`src/rtl/fifo_frame_writer.sv`:
```
// fifo_frame_writer: frames upstream payload as header/payload/checksum words into the async FIFO write port
module fifo_frame_writer #(
    parameter int DATA_WIDTH   = 32,
    parameter int LENGTH_WIDTH = 8,
    parameter int SEQ_WIDTH    = 8
) (
    input  logic                    clock_in,
    input  logic                    rst_in_n,
    input  logic                    frame_start_valid,
    output logic                    frame_start_ready,
    input  logic [LENGTH_WIDTH-1:0] frame_length,
    input  logic [DATA_WIDTH-1:0]   src_data,
    input  logic                    src_valid,
    output logic                    src_ready,
    output logic [DATA_WIDTH-1:0]   data_in,
    output logic                    data_in_valid,
    input  logic                    data_in_full,
    output logic                    frame_done,
    output logic                    busy,
    output logic [SEQ_WIDTH-1:0]    seq_num
);
    typedef enum logic [1:0] {IDLE, HEADER, PAYLOAD, CHECKSUM} state_t;
    state_t                  state_q, state_d;
    logic [DATA_WIDTH-1:0]   data_q, data_d, csum_q, csum_d, hdr;
    logic                    valid_q, valid_d, done_q, done_d, last_q, last_d, out_free, xfer;
    logic [SEQ_WIDTH-1:0]    seq_q, seq_d;
    logic [LENGTH_WIDTH-1:0] rem_q, rem_d;

    assign out_free          = !valid_q || !data_in_full;
    assign xfer              = valid_q && !data_in_full;
    assign frame_start_ready = state_q == IDLE;
    assign src_ready         = state_q == PAYLOAD && out_free;
    assign data_in           = data_q;
    assign data_in_valid     = valid_q;
    assign frame_done        = done_q;
    assign seq_num           = seq_q;
    assign busy              = state_q != IDLE || valid_q;

    // frame sequencing; the output register only reloads once its current word has left
    always_comb begin
        state_d = state_q;
        data_d  = data_q;
        valid_d = valid_q && data_in_full;
        csum_d  = csum_q;
        rem_d   = rem_q;
        seq_d   = seq_q;
        done_d  = last_q && xfer;
        last_d  = last_q && !xfer;
        hdr     = '0;
        hdr[LENGTH_WIDTH+SEQ_WIDTH-1:0] = {seq_q, rem_q};
        case (state_q)
            IDLE: if (frame_start_valid) begin
                rem_d   = frame_length;
                state_d = HEADER;
            end
            HEADER: if (out_free) begin
                data_d  = hdr;
                valid_d = 1'b1;
                csum_d  = hdr;
                state_d = rem_q == '0 ? CHECKSUM : PAYLOAD;
            end
            PAYLOAD: if (src_valid && out_free) begin
                data_d  = src_data;
                valid_d = 1'b1;
                csum_d  = csum_q + src_data;
                rem_d   = rem_q - 1'b1;
                state_d = rem_q == LENGTH_WIDTH'(1) ? CHECKSUM : PAYLOAD;
            end
            CHECKSUM: if (out_free) begin
                data_d  = csum_q;
                valid_d = 1'b1;
                last_d  = 1'b1;
                seq_d   = seq_q + 1'b1;
                state_d = IDLE;
            end
            default: state_d = IDLE;
        endcase
    end

    // state registers with asynchronous active-low reset
    always_ff @(posedge clock_in or negedge rst_in_n) begin
        if (!rst_in_n) begin
            state_q <= IDLE;
            data_q  <= '0;
            valid_q <= 1'b0;
            csum_q  <= '0;
            rem_q   <= '0;
            seq_q   <= '0;
            done_q  <= 1'b0;
            last_q  <= 1'b0;
        end else begin
            state_q <= state_d;
            data_q  <= data_d;
            valid_q <= valid_d;
            csum_q  <= csum_d;
            rem_q   <= rem_d;
            seq_q   <= seq_d;
            done_q  <= done_d;
            last_q  <= last_d;
        end
    end
endmodule

```
`config.mk`:
```
export PLATFORM = sky130hd
export DESIGN_NAME = fifo_frame_writer
export DESIGN_NICKNAME = d
export VERILOG_FILES = /design/src/rtl/fifo_frame_writer.sv
export SDC_FILE = /design/constraint.sdc
export NUM_CORES = 1
export LEC_CHECK = 0
export ABC_CLOCK_PERIOD_IN_PS = 3450
export CORE_UTILIZATION = 25
export CTS_CLUSTER_SIZE = 12
export DETAILED_ROUTE_END_ITERATION = 16
export DONT_BUFFER_PORTS = 1
export PLACE_DENSITY = 0.35
export REMOVE_ABC_BUFFERS = 1
export SETUP_SLACK_MARGIN = 0.2
export SYNTH_ARGS = -nofsm -noshare
export SYNTH_HDL_FRONTEND = slang
export SYNTH_SLANG_ARGS = --single-unit
```
`constraint.sdc`:
```
create_clock -name clock_in -period 3.45 [get_ports clock_in]
set_input_delay 0.5175 -clock clock_in [delete_from_list [all_inputs] [get_ports clock_in]]
set_output_delay 0.5175 -clock clock_in [all_outputs]
set_load 0.1 [all_outputs]
```
==> impl_metrics.toml, run 1 <==
[finish]
layout_common_cells = "dfrtp_1, nand2_1, a21oi_1, nor2_1, o21ai_0"
area_delta_synth_final_pct = 13.2
multi_input_area_um2 = 3340
antenna_cells = 0
fillers = 2369
regArea_um2 = 2130
layout_commonest_cell = "dfrtp_1"
post_layout_nonfiller_instances = 934
finalNetCount = 733
drive_gt1_share_pct = 7.19

[timing]
rsz0062_at_grt = "no"
skew_ns = 0.00880
max_freq_ghz = 0.359
fin_ws_ns = 0.663
setup_viol_count_final = 0
hold_viol_final = 0
drv_slew = 0
period_minus_slack_ns = 2.79
slew_headroom_pct = 28.2
tightest_slew_ns = 1.08
setup_tns_ns = 0
finalCritPeriodShare_pct = 80.8

[yosys]
synth_top_area_cell = "dfrtp_1"
synth-async-reset-ratio_pct = 100
syn_inst = 657
synth_edf_count = 0
synth.area.top_cells = "dfrtp_1, ha_1, a21oi_1"
synth_ff_type = "dfrtp_1"
synth_top_cell_area_share_pct = 37.6
syn_area_um2 = 5660
ys_types = 52
ys_seq_area_share_pct = 37.6
ys_warn_count = 0
ys_seq_elements = 85
postSynthAreaPerCell_um2 = 8.61

[cts]
htree_levels = 3
cts_max_path_buffers = 2
clkTransAtPathRegs_ns = 0.07
clk_latency_ns = 0.35
cts_tree = "built"
postCtsSetupBuffers = 0
cts.sinks = 85
cts_resized = 0
numCtsBuffers = 9
cts.root.buffer_cell = "clkbuf_16"
holdBufCountCts = 1

[status]
status = "complete, but fails checks"
violations = "design-rule violations"

[worst_setup_path]
end_kind = "register"
critical_path.startpoint_type = "register"
crit_fanout = 4
crit_type = "reg -> reg"
required_ns = 3.69
cp_data_arrival_time_ns = 3.03

[floorplanning]
ios = 90
die_h_um = 152
die_area_um2 = 23200
initial_core_util_pct = 25.7
rows = 54
die_w_um = 152
core-area_um2 = 22000

[global_route]
antenna_found_initial = 0
grt_max_degree = 86
grt.total_usage_pct = 15.3
overflow = 0
grt_pass1_vias = 4958
grt_pass1_wl_um = 28000

[flow_run]
cap_violations = 0

[detailed_routing]
drtAntennaViolNets = 0
first_iter_violations = 263
firstDrtPassIters = 10
drc_errors = 5
via_count = 4780
vias_per_cell = 5.12
wl_um = 17100
wire_per_inst_um = 18.3

[placement]
dp_cells = 917
dp_worst_setup_slack_ns = 0.577
io_buffers = 0
globalplace.congestion = 0.796
dp.final_hpwl_um = 12300

[min_path]
hp-class = "in -> async"
metrics by stage:
| stage | hold WS [ns] | utilization [%] | cell area (um2) |
|---|---|---|---|
| 2_1_floorplan | 0.222 | - | 5500 |
| 3_3_place_gp | 0.226 | 27.3 | 6020 |
| 3_5_place_dp | 0.229 | 27.3 | 6020 |
| 4_1_cts | 0.0997 | 29.1 | 6400 |
| 5_1_grt | 0.120 | 29.1 | 6400 |
| 6_report | 0.0856 | 29.1 | 6400 |
cell type report:
cell class | instances | share of cell area, %
Inverter | 15 | 0.879
Clock inverter | 5 | 1.66
Clock buffer | 11 | 3.95
Multi-Input combinational cell | 518 | 52.2
Sequential cell | 85 | 33.2
Tap cell | 280 | 5.47
Timing Repair Buffer | 20 | 2.66
flip-flops by register name, indices dropped and copies added, names as in the netlist:
register,flops
last_q,1
rem_q,8
csum_q,32
data_in_valid,1
seq_num,8
data_in,32
state_q,2
frame_done,1
final timing paths:
| path | cells past startpoint | slack, ns | from | to |
|---|---|---|---|---|
| min in group clock_in | 1 | 0.26 | data_in_full | last_q |
| max reg2reg | 9 | 0.66 | csum_q[0] | csum_q[28] |
| min | 1 | 0.09 | rst_in_n | seq_num[2] |
| min reg2reg | 2 | 0.52 | csum_q[8] | csum_q[8] |
| max in group asynchronous | 1 | 3.01 | rst_in_n | csum_q[27] |
| max | 9 | 0.66 | csum_q[0] | csum_q[28] |
synth_stat cells (5+ instances only):
| cell type | instances |
|---|---|
| mux2i_1 | 15 |
| a22oi_1 | 34 |
| a31oi_1 | 27 |
| and3_1 | 7 |
| ha_1 | 38 |
| a21oi_1 | 63 |
| nand3_1 | 12 |
| nor2_1 | 58 |
| buf_1 | 10 |
| o21ai_0 | 47 |
| xor2_1 | 12 |
| o22a_1 | 11 |
| nand2_1 | 81 |
| xnor2_1 | 18 |
| dfrtp_1 | 85 |
| buf_2 | 7 |
| a21o_1 | 21 |
| nand2b_1 | 6 |
| inv_1 | 15 |
| a41oi_1 | 5 |
| nand4_1 | 9 |
| clkbuf_1 | 22 |
cells by family (layout without fill, tap and decap cells):
group | after synthesis | in the layout | share of synthesized area (%)
flip-flops | 85 | 85 | 37.6
XOR/XNOR | 30 | 30 | 4.64
AO/OA/AOI/OAI | 241 | 241 | 27.5
AND/OR/NAND/NOR | 191 | 191 | 14.7
buffers and inverters | 54 | 51 | 3.74
adder cells (fa/ha/maj) | 39 | 39 | 8.76
multiplexers | 17 | 17 | 3.05
layer usage:
metal | track usage [%] | vias up | share of wire (%)
met5 | 0 | - | 0
met4 | 4.43 | 0 | 1.8
met3 | 4.41 | 21 | 5.4
met2 | 25.2 | 98 | 46
met1 | 19.5 | 2278 | 47
li1 | - | 2383 | -
worst max-delay path, cell delays in order (launching register included):
cell,delay (ns)
dfrtp_1,0.40
ha_1,0.23
fa_1,0.42
a21o_1,0.23
a31o_1,0.28
a21oi_4,0.21
o21a_1,0.27
o211a_1,0.24
o21ai_1,0.10
o311ai_1,0.30
Power of run 1 is not shown: default switching activity piles up to over one toggle a cycle in this logic, so the estimate is an artifact.
==> inputs of run 2 (changes only) <==
Settings changed: ABC_CLOCK_PERIOD_IN_PS 3450 to 2450, PLACE_DENSITY 0.35 to 0.37.
Clock period 3.45 ns to 2.45 ns, I/O delays scaled along.
==> impl_metrics.toml, run 2 (synthesized netlist as in run 1, its figures left out) <==
[floorplanning]
initial_core_util_pct = 25.7
rows = 54
core-area_um2 = 22000
die_h_um = 152
die_area_um2 = 23200
ios = 90
die_w_um = 152

[global_route]
grt.total_usage_pct = 15.7
grt_max_degree = 86
grt_pass1_wl_um = 28900
antenna_found_initial = 1
overflow = 0
grt_pass1_vias = 5240

[timing]
max_freq_ghz = 0.403
hold_viol_final = 85
tightest_slew_ns = 0.950
setup_viol_count_final = 1
drv_slew = 0
finalCritPeriodShare_pct = 101
slew_headroom_pct = 36.6
period_minus_slack_ns = 2.48
rsz0062_at_grt = "yes"
fin_ws_ns = -0.0331
whs_ns = -0.303
skew_ns = 0.0118

[worst_setup_path]
end_kind = "register"
crit_type = "reg -> reg"
required_ns = 2.68
critical_path.startpoint_type = "register"
cp_data_arrival_time_ns = 2.72
r2r-end = "csum_q[30]"
reg2reg_depth = 10
r2r_start = "csum_q[0]"
crit_fanout = 2
r2r_setup_slack_ns = -0.03

[status]
status = "complete, but fails checks"
violations = "design-rule violations, negative hold slack, negative setup slack"

[detailed_routing]
first_iter_violations = 268
vias_per_cell = 5.05
firstDrtPassIters = 14
drc_errors = 3
wl_um = 17400
drtAntennaViolNets = 0
wire_per_inst_um = 17.7
via_count = 4951

[placement]
dp_cells = 958
dp.final_hpwl_um = 12200
globalplace.congestion = 0.822
io_buffers = 0

[cts]
cts_max_path_buffers = 2
clk_latency_ns = 0.36
clkTransAtPathRegs_ns = 0.07
htree_levels = 3
cts.root.buffer_cell = "clkbuf_16"
cts_tree = "built"
numCtsBuffers = 9
cts.sinks = 85

[finish]
area_delta_synth_final_pct = 23.7
antenna_cells = 0
finalNetCount = 780
layout_common_cells = "dfrtp_1, nand2_1, buf_4, a21oi_1, nor2_1"
layout_commonest_cell = "dfrtp_1"
post_layout_nonfiller_instances = 981
drive_gt1_share_pct = 18.5

[flow_run]
cap_violations = 0

[min_path]
hp-class = "in -> async"
[run 2: worst max path at each step]
stage	from	to	depth (start not counted)
floorplan	state_q[0]	data_in[0]	6
global placement	src_data[0]	csum_q[30]	10
detailed placement	src_data[0]	csum_q[30]	10
CTS	csum_q[0]	csum_q[30]	10
global route	csum_q[0]	csum_q[30]	10
finish	csum_q[0]	csum_q[30]	10
[run 2: cell type report]
class / instances / area, um2
fill: 2339 / 15000
multi-input combinational: 518 / 3600
sequential: 85 / 2130
timing repair buffer: 67 / 564
tap: 280 / 350
clock buffer: 11 / 233
clock inverter: 5 / 75.1
inverter: 15 / 56.3
[run 2: metrics by stage]
| step | utilization [%] | setup WS (ns) | hold WS [ns] | instance area, um2 | setup TNS (ns) |
|---|---|---|---|---|---|
| finish | 31.8 | -0.0331 | -0.303 | 7000 | -0.0331 |
| global route | 31.8 | -0.110 | -0.315 | 7000 | -0.400 |
| CTS | 31.3 | -0.00958 | -0.316 | 6900 | -0.00958 |
| detailed placement | 28.9 | -0.190 | 0.0743 | 6370 | -1.07 |
| global placement | 28.9 | -0.112 | 0.0746 | 6370 | -0.467 |
| floorplan | - | -1.62 | 0.0719 | 5500 | -100.63 |
[run 2: timing repair]
item | 4_1_cts | 5_1_grt
pin swaps | 31 | 12
endpoints found under the hold margin | 85 | 85
endpoints found under the setup margin | 23 | 24
cloned | 0 | 0
setup buffers | 6 | 1
resized for setup | 49 | 23
[run 2: metal layers]
| layer | vias up | routed length, um | GRT usage [%] |
|---|---|---|---|
| met4 | 0 | 311 | 5.77 |
| met3 | 17 | 1010 | 3.47 |
| met2 | 97 | 7860 | 25.0 |
| met5 | - | 0 | 0 |
| li1 | 2474 | - | - |
| met1 | 2363 | 8200 | 20.9 |
[run 2: critical path, cell delays in order, from the launching register on]
cell     delay (ns)
dfrtp_1        0.41
ha_4           0.17
fa_2           0.33
a21o_1         0.21
a31o_4         0.23
a21oi_4        0.15
a21oi_2        0.09
o21a_2         0.25
a31oi_4        0.20
nor3_2         0.05
a221o_1        0.26
Power of run 2 is left out for the same reason.
